[src/rtl/sat_counter.sv]
// Saturating up-counter with a 0..4 increment and synchronous clear.
module sat_counter #(
    parameter int CNT_W = 16
) (
    input  logic             clk,
    input  logic             rst_n,
    input  logic             clear,
    input  logic [2:0]       inc,
    output logic [CNT_W-1:0] count
);

    logic [CNT_W:0] sum;

    assign sum = {1'b0, count} + (CNT_W+1)'(inc);

    always_ff @(posedge clk or negedge rst_n) begin
        if (!rst_n) begin
            count <= '0;
        end else if (clear) begin
            count <= '0;
        end else if (sum[CNT_W]) begin
            count <= '1;
        end else begin
            count <= sum[CNT_W-1:0];
        end
    end

endmodule

[config.mk]
export PLATFORM = sky130hd
export DESIGN_NAME = sat_counter
export DESIGN_NICKNAME = d
export VERILOG_FILES = /design/src/rtl/sat_counter.sv
export SDC_FILE = /design/constraint.sdc
export NUM_CORES = 1
export LEC_CHECK = 0
export CAP_MARGIN = 40
export CORE_MARGIN = 4
export CORE_UTILIZATION = 40
export CTS_CLUSTER_DIAMETER = 150
export CTS_CLUSTER_SIZE = 25
export DETAILED_ROUTE_END_ITERATION = 8
export GPL_TIMING_DRIVEN = 0
export HOLD_SLACK_MARGIN = 0.06
export PLACE_DENSITY = 0.68
export SYNTH_ARGS = -nofsm -noshare
export SYNTH_HDL_FRONTEND = slang
export SYNTH_SLANG_ARGS = --single-unit
[constraint.sdc]
create_clock -name clk -period 2.2 [get_ports clk]
set_input_delay 0.66 -clock clk [delete_from_list [all_inputs] [get_ports clk]]
set_output_delay 0.66 -clock clk [all_outputs]
set_load 0.01 [all_outputs]
# ---- Yosys cells after proc, flatten, opt, wreduce, memory -nomap -nowiden
# Index checks and enable logic that the tools add are counted.
dict set report totals {
  reg_bits 16
  input_bits 6
  output_inout_bits 16
}
dict set report op_classes {
  add_sub_neg 1
  muxes 2
}
# operator n
set ops {}
lappend ops {{two-way mux 16 bit} 2}
lappend ops {{adder 16 x 3 -> 17 bit} 1}

# ---- Logic depth before layout (Yosys ltp)
# Gate-level depths: netlist (run 1).
dict set report logic_depth {
  ltp_word 3
  ltp_mapped 6
  ltp_nobuf 6
}

# ---- Least setup slack after synthesis (run 1)
# OpenSTA, ideal clock, no wires.
dict set report synth_path {
  path_type {input to register}
  from {in inc[0]}
  to {reg count[10]}
  arrival_time_ns 2.005
  required_ns 2.099
  slack_ns 0.094
  stages 6
  path_cell_list {ha_1 fa_1 a21oi_1 or3_1 nor3_1 nor4_1}
}
dict set report synth_via {
  elab_chain_len 3
}
# item line_no
set synth_lines {}
lappend synth_lines {{start: declaration} 8} ;# input logic [2:0] inc,
lappend synth_lines {{adder 16 x 3 -> 17 bit} 14} ;# assign sum = {1'b0, count} + (CNT_W+1)'(inc);
lappend synth_lines {{two-way mux 16 bit} 21} ;# end else if (sum[CNT_W]) begin
lappend synth_lines {{two-way mux 16 bit} 19} ;# end else if (clear) begin
lappend synth_lines {{end signal: assignment} 24} ;# count <= sum[CNT_W-1:0];
lappend synth_lines {{end: declaration} 9} ;# output logic [CNT_W-1:0] count
# Every way passes these cells.

# ---- Final worst setup path (run 1)
dict set report layout_path {
  from {in inc[1]}
  to {reg count[15]}
}
# Same word-level chain as after synthesis.

==> results.yml, run 1 <==
place:
  gp_congestion: 0.782
  place_area_sq_um: 1090
  dp_hpwl_microns: 1440
  numPortBuffers: 20
  dp.cells: 136
global_routing:
  antenna_found_initial: 0
  grtUsageTotal_pct: 16.1
  gr-max-usage-layer: "met1"
  grt_max_degree: 17
  grt_util_met1_pct: 24.0
  grt_pass1_vias: 723
  globalRouteOverflowTotal: 0
  grt_use_met3_pct: 2.45
  grt_use_met2_pct: 23.3
  grt_pass1_wl_microns: 3370
clocking:
  cts_tree: "done"
  cts_sinks: 16
  cts_buffers: 3
  clk_latency_ns: 0.28
  clockRootBuffer: "clkbuf_4"
  ctsHtreeMaxLevel: 1
  clk_pin_slew_worst_paths_ns: 0.10
  cts_buffer_depth: 2
routing:
  ant_nets: 0
  drt_iter0_markers: 15
  drc: 0
  wl_per_cell_microns: 14.1
  vias: 791
  vias_per_cell: 5.53
  first_pass_iters: 4
  routed_wl_microns: 2020
finish:
  reg.largest.list: "count (16)"
  top_register: "count"
  stdcell_area_sq_um: 1220
  final_cells: 143
  final_cell_mix: "clkdlybuf4s50_1 (17), dfrtp_1 (16), a21oi_1 (12), nand2_1 (6), nor2_1 (5)"
  diodes: 0
  n_fill_cell: 183
  largest_reg_flops: 16
  drive_above_1_share_pct: 18.1
  fin_nets: 128
  final_common_cell: "clkdlybuf4s50_1"
  fin_util_pct: 60.9
  syn2layout_area_growth_pct: 42.5
timing:
  slew_violations: 0
  finalHoldWorstSlack_ns: 0.589
  post-route-period-util_pct: 93.9
  hold_viol: 0
  period_needed_ns: 2.07
  tns_ns: 0
  skew_ns: 0.0121
  setup_viol: 0
  clock.fmax_mhz: 484
  rsz0062_at_grt: "no"
  tightest_slew_ns: 0.733
  max_slew_margin_pct: 51.0
worst_setup_path:
  r2r-start: "count[1]"
  start_kind: "input port"
  regToRegEndpoint: "count[15]"
  r2r_cells: 5
  r2r_slack_ns: 0.38
  crit_fanout: 8
  slowest_stage: "a211o_4"
  critPathCaptureType: "flip-flop"
  required_ns: 2.41
  max_stage_delay_ns: 0.38
  path_class: "in2reg"
  worstPathArrival_ns: 2.28
  worstPathCellList: "dlygate4sd2_1 > ha_1 > nand3_4 > a211o_4 > or3_1 > a211oi_2"
power:
  ir_worst_vdd_uv: 248
  leakage_nw: 0.473
  pwr_density_cell_nw_per_um2: 544
hold_path:
  min-delay-start: "count[8]"
  worstHoldPathCells: 1
  hold_class: "reg2reg"
  min_to: "count[8]"
logic_synthesis:
  synth_fp_nets: 99
  synth.avg_cell_area_sq_um: 9.62
  ys_ff_latch: 16
  synth_area_sq_um: 856
  syn_inst: 89
  synthDistinctLibCells: 28
  synth_seq_area_share_pct: 46.8
  ys_warn_count: 0
floorplan:
  ios: 22
  die_area_sq_um: 2940
  core.rowCount: 16
  coreArea_sq_um: 2000
  start_util_pct: 42.8
  die_height_microns: 54.3
  chipWidth_microns: 54.3
run_status:
  outcome: "complete, no violations"
job:
  max_cap_viol_count: 0
## worst max-delay path: cells and delay by family
family,cells,cell delay [ns]
fa+ha+maj,1,0.32
simple gates,2,0.42
buf+inv,1,0.27
compound gates,2,0.59
## synth_stat cells
cell type   n  area share, %
dfrtp_1    16             47
a21oi_1    14            8.2
nand2_1     7            3.1
nor2_1      6            2.6
or3_1       5            3.7
inv_1       4            1.8
o21ai_0     4            2.3
xnor2_1     4            4.1
a211oi_1    3            2.6
a31oi_1     3            2.2
ha_1        3            4.4
nand3_1     2            1.2
nor3_1      2            1.2
nor4_1      2            1.5
a211o_1     1            1.0
a21o_1      1           0.88
a311oi_1    1            1.0
a41o_1      1            1.2
a41oi_1     1            1.0
and4_1      1            1.0
buf_1       1           0.44
clkbuf_1    1           0.44
fa_1        1            2.3
nand4_1     1           0.73
nand4_2     1            1.5
nor2b_1     1           0.73
nor3_2      1            1.2
xor2_1      1            1.0
## power breakdown
part           internal, W  leakage, nW  switching (W)
Clock            0.0000634       0.0138      0.0000927
Sequential        0.000309        0.220      0.0000190
Combinational    0.0000959        0.239      0.0000841
## stage by stage
step / total power [W] / worst slack [ns]
after global routing: 0.000705 / 0.0641
after detailed placement: 0.000467 / -0.596
after global placement: 0.000463 / -0.579
final: 0.000664 / 0.133
after CTS: 0.000666 / 0.118
after floorplan: 0.000405 / 0.0936
## metal layers
| metal | wire length (microns) | vias to the layer above |
|---|---|---|
| met5 | 0 | - |
| met4 | 20 | 0 |
| met3 | 95 | 2 |
| met2 | 918 | 25 |
| met1 | 985 | 378 |
| li1 | - | 386 |
## cells by family (layout without fill, tap and decap cells)
group,Yosys count,in the layout,synth area share (%)
AO/OA/AOI/OAI,29,29,20.5
XOR/XNOR,5,5,5.12
adder cells (fa/ha/maj),4,4,6.73
buffers and inverters,6,33,2.63
flip-flops,16,16,46.8
AND/OR/NAND/NOR,29,29,18.3
## worst max-delay path by stage
| stage | start | to | slack, ns | depth (start not counted) |
|---|---|---|---|---|
| detailed placement | inc[0] | count[11] | -0.60 | 7 |
| global placement | inc[0] | count[13] | -0.58 | 7 |
| global route | inc[1] | count[15] | 0.06 | 6 |
| finish | inc[1] | count[15] | 0.13 | 6 |
| floorplan | inc[0] | count[10] | 0.09 | 6 |
| CTS | inc[1] | count[15] | 0.12 | 6 |
## repair_timing
item	4_1_cts	5_1_grt
endpoints found under the setup margin	16	0
resized for setup	18	0
hold buffers	0	0
buffers inserted	4	0
## final cells by class
type	count	area (sq um)	share of cell area [%]
buffer	2	7.51	0.615
sequential	16	400	32.8
timing repair buffer	24	226	18.6
multi-input combinational	67	514	42.2
tap	27	33.8	2.77
clock buffer	3	22.5	1.85
inverter	4	15.0	1.23
Power figures use the tool's default switching activity.
==> inputs of run 2 (changes only) <==
--- a/config.mk
+++ b/config.mk
@@ -7,13 +7,13 @@
 export LEC_CHECK = 0
 export CAP_MARGIN = 40
 export CORE_MARGIN = 4
-export CORE_UTILIZATION = 40
+export CORE_UTILIZATION = 47
 export CTS_CLUSTER_DIAMETER = 150
 export CTS_CLUSTER_SIZE = 25
 export DETAILED_ROUTE_END_ITERATION = 8
 export GPL_TIMING_DRIVEN = 0
 export HOLD_SLACK_MARGIN = 0.06
-export PLACE_DENSITY = 0.68
+export PLACE_DENSITY = 0.77
 export SYNTH_ARGS = -nofsm -noshare
 export SYNTH_HDL_FRONTEND = slang
 export SYNTH_SLANG_ARGS = --single-unit
==> results.yml, run 2 (same netlist as run 1, synthesis figures left out) <==
global_routing:
  grt_pass1_vias: 828
  grtUsageTotal_pct: 18.6
  antenna_found_initial: 0
  globalRouteOverflowTotal: 0
  grt_max_degree: 17
  grt_pass1_wl_microns: 3670
timing:
  period_needed_ns: 2.13
  slew_violations: 0
  skew_ns: 0.00229
  tightest_slew_ns: 0.778
  setup_viol: 0
  hold_viol: 0
  max_slew_margin_pct: 47.7
  clock.fmax_mhz: 469
  post-route-period-util_pct: 96.9
power:
  leakage_nw: 0.518
  seqPwrFrac_pct: 49.6
  power.internal_w: 0.000474
  p_sw_share_pct: 28.7
  pwr_density_cell_nw_per_um2: 531
  power_w: 0.000665
  ir_worst_vdd_uv: 327
  p_switching_w: 0.000191
  combPwrFrac_pct: 28.2
  clkPwrFrac_pct: 22.3
routing:
  highest_layer: "met4"
  drc: 0
  ant_nets: 0
  dr_wl_met2_microns: 1080
  met1_length_microns: 949
  routed_wl_microns: 2140
  wl_per_cell_microns: 14.6
  first_pass_iters: 4
  vias_per_cell: 5.65
  vias: 825
  routed-wl-met3_microns: 97
  drt_iter0_markers: 18
worst_setup_path:
  start_kind: "input port"
  required_ns: 2.40
  max_stage_delay_ns: 0.37
  crit_fanout: 5
  worstPathArrival_ns: 2.33
  critPathCaptureType: "flip-flop"
  path_class: "in2reg"
  slowest_stage: "a211o_1"
  worstPathCellList: "dlygate4sd2_1 > ha_1 > nand3_2 > a211o_1 > buf_4 > or3_1 > a31oi_1"
finish:
  reg.largest.list: "count (16)"
  final_cells: 146
  diodes: 0
  fin_util_pct: 72.5
  stdcell_area_sq_um: 1250
  fin_nets: 133
  top_register: "count"
  final_common_cell: "clkdlybuf4s50_1"
  largest_reg_flops: 16
  final_cell_mix: "clkdlybuf4s50_1 (17), dfrtp_1 (16), a21oi_1 (12), buf_4 (9)"
  syn2layout_area_growth_pct: 46.2
  drive_above_1_share_pct: 20.7
clocking:
  ctsHoldBuffers: 0
  ctsHtreeMaxLevel: 1
  cts_tree: "done"
  cts_buffers: 3
  cts_buffer_depth: 2
  clk_latency_ns: 0.27
  cts_sinks: 16
  clockRootBuffer: "clkbuf_4"
  clk_pin_slew_worst_paths_ns: 0.09
floorplan:
  ios: 22
  start_util_pct: 49.6
  coreArea_sq_um: 1730
  chipWidth_microns: 50.7
  die_height_microns: 50.7
  core.rowCount: 15
  die_area_sq_um: 2570
place:
  dp_hpwl_microns: 1420
  dp.cells: 134
  gp_congestion: 0.747
  place_area_sq_um: 1090
  numPortBuffers: 20
hold_path:
  hold_class: "reg2reg"
job:
  max_cap_viol_count: 0
run_status:
  outcome: "complete, no violations"
[run 2: metal layers]
layer / GRT usage [%] / vias to the layer above
li1: - / 395
met1: 25.4 / 404
met2: 31.1 / 24
met3: 2.97 / 2
met4: 3.59 / 0
met5: 0 / -
[run 2: area by class of cell]
| type | instances | area, sq um |
|---|---|---|
| clock buffer | 3 | 22.5 |
| fill | 133 | 475 |
| timing repair buffer | 29 | 268 |
| tap | 25 | 31.3 |
| buffer | 2 | 7.51 |
| multi-input combinational | 67 | 507 |
| inverter | 4 | 15.0 |
| sequential | 16 | 400 |
[run 2: worst paths after layout]
kind,from,to,slack [ns],depth (start not counted)
max,inc[1],count[9],0.07,7
min reg2reg,count[8],count[8],0.58,1
max reg2reg,count[1],count[9],0.30,6
min in group asynchronous,rst_n,count[14],0.81,1
max in group asynchronous,rst_n,count[3],0.94,1
min,count[8],count[8],0.58,1
[run 2: timing repair]
item                       CTS  global route
buffers inserted             7             2
resized for setup           12             6
pin swaps                    8             3
setup endpoints to repair   16            13
[run 2: power by group through the flow]
stage	Clock, W	Combinational, W	Sequential, W
global route	0.000168	0.000203	0.000333
detailed placement	0	0.000133	0.000333
CTS	0.000149	0.000180	0.000329
floorplan	0	0.0000673	0.000338
finish	0.000148	0.000187	0.000330
global placement	0	0.000130	0.000331
[run 2: through the flow]
stage	hold WS [ns]	setup slack, ns	TNS (ns)
6_report	0.584	0.0689	0
5_1_grt	0.607	-0.0153	-0.0258
4_1_cts	0.587	0.0131	0
3_5_place_dp	0.573	-0.571	-8.23
3_3_place_gp	0.564	-0.568	-7.80
2_1_floorplan	0.364	0.0936	0
[run 2: worst max-delay path, delay by kind of cell]
family / cells / cell delay [ns]
and+or+nand+nor: 2 / 0.41
adders and majority gates: 1 / 0.31
AOI/OAI and AO/OA: 2 / 0.53
buffers and inverters: 2 / 0.44
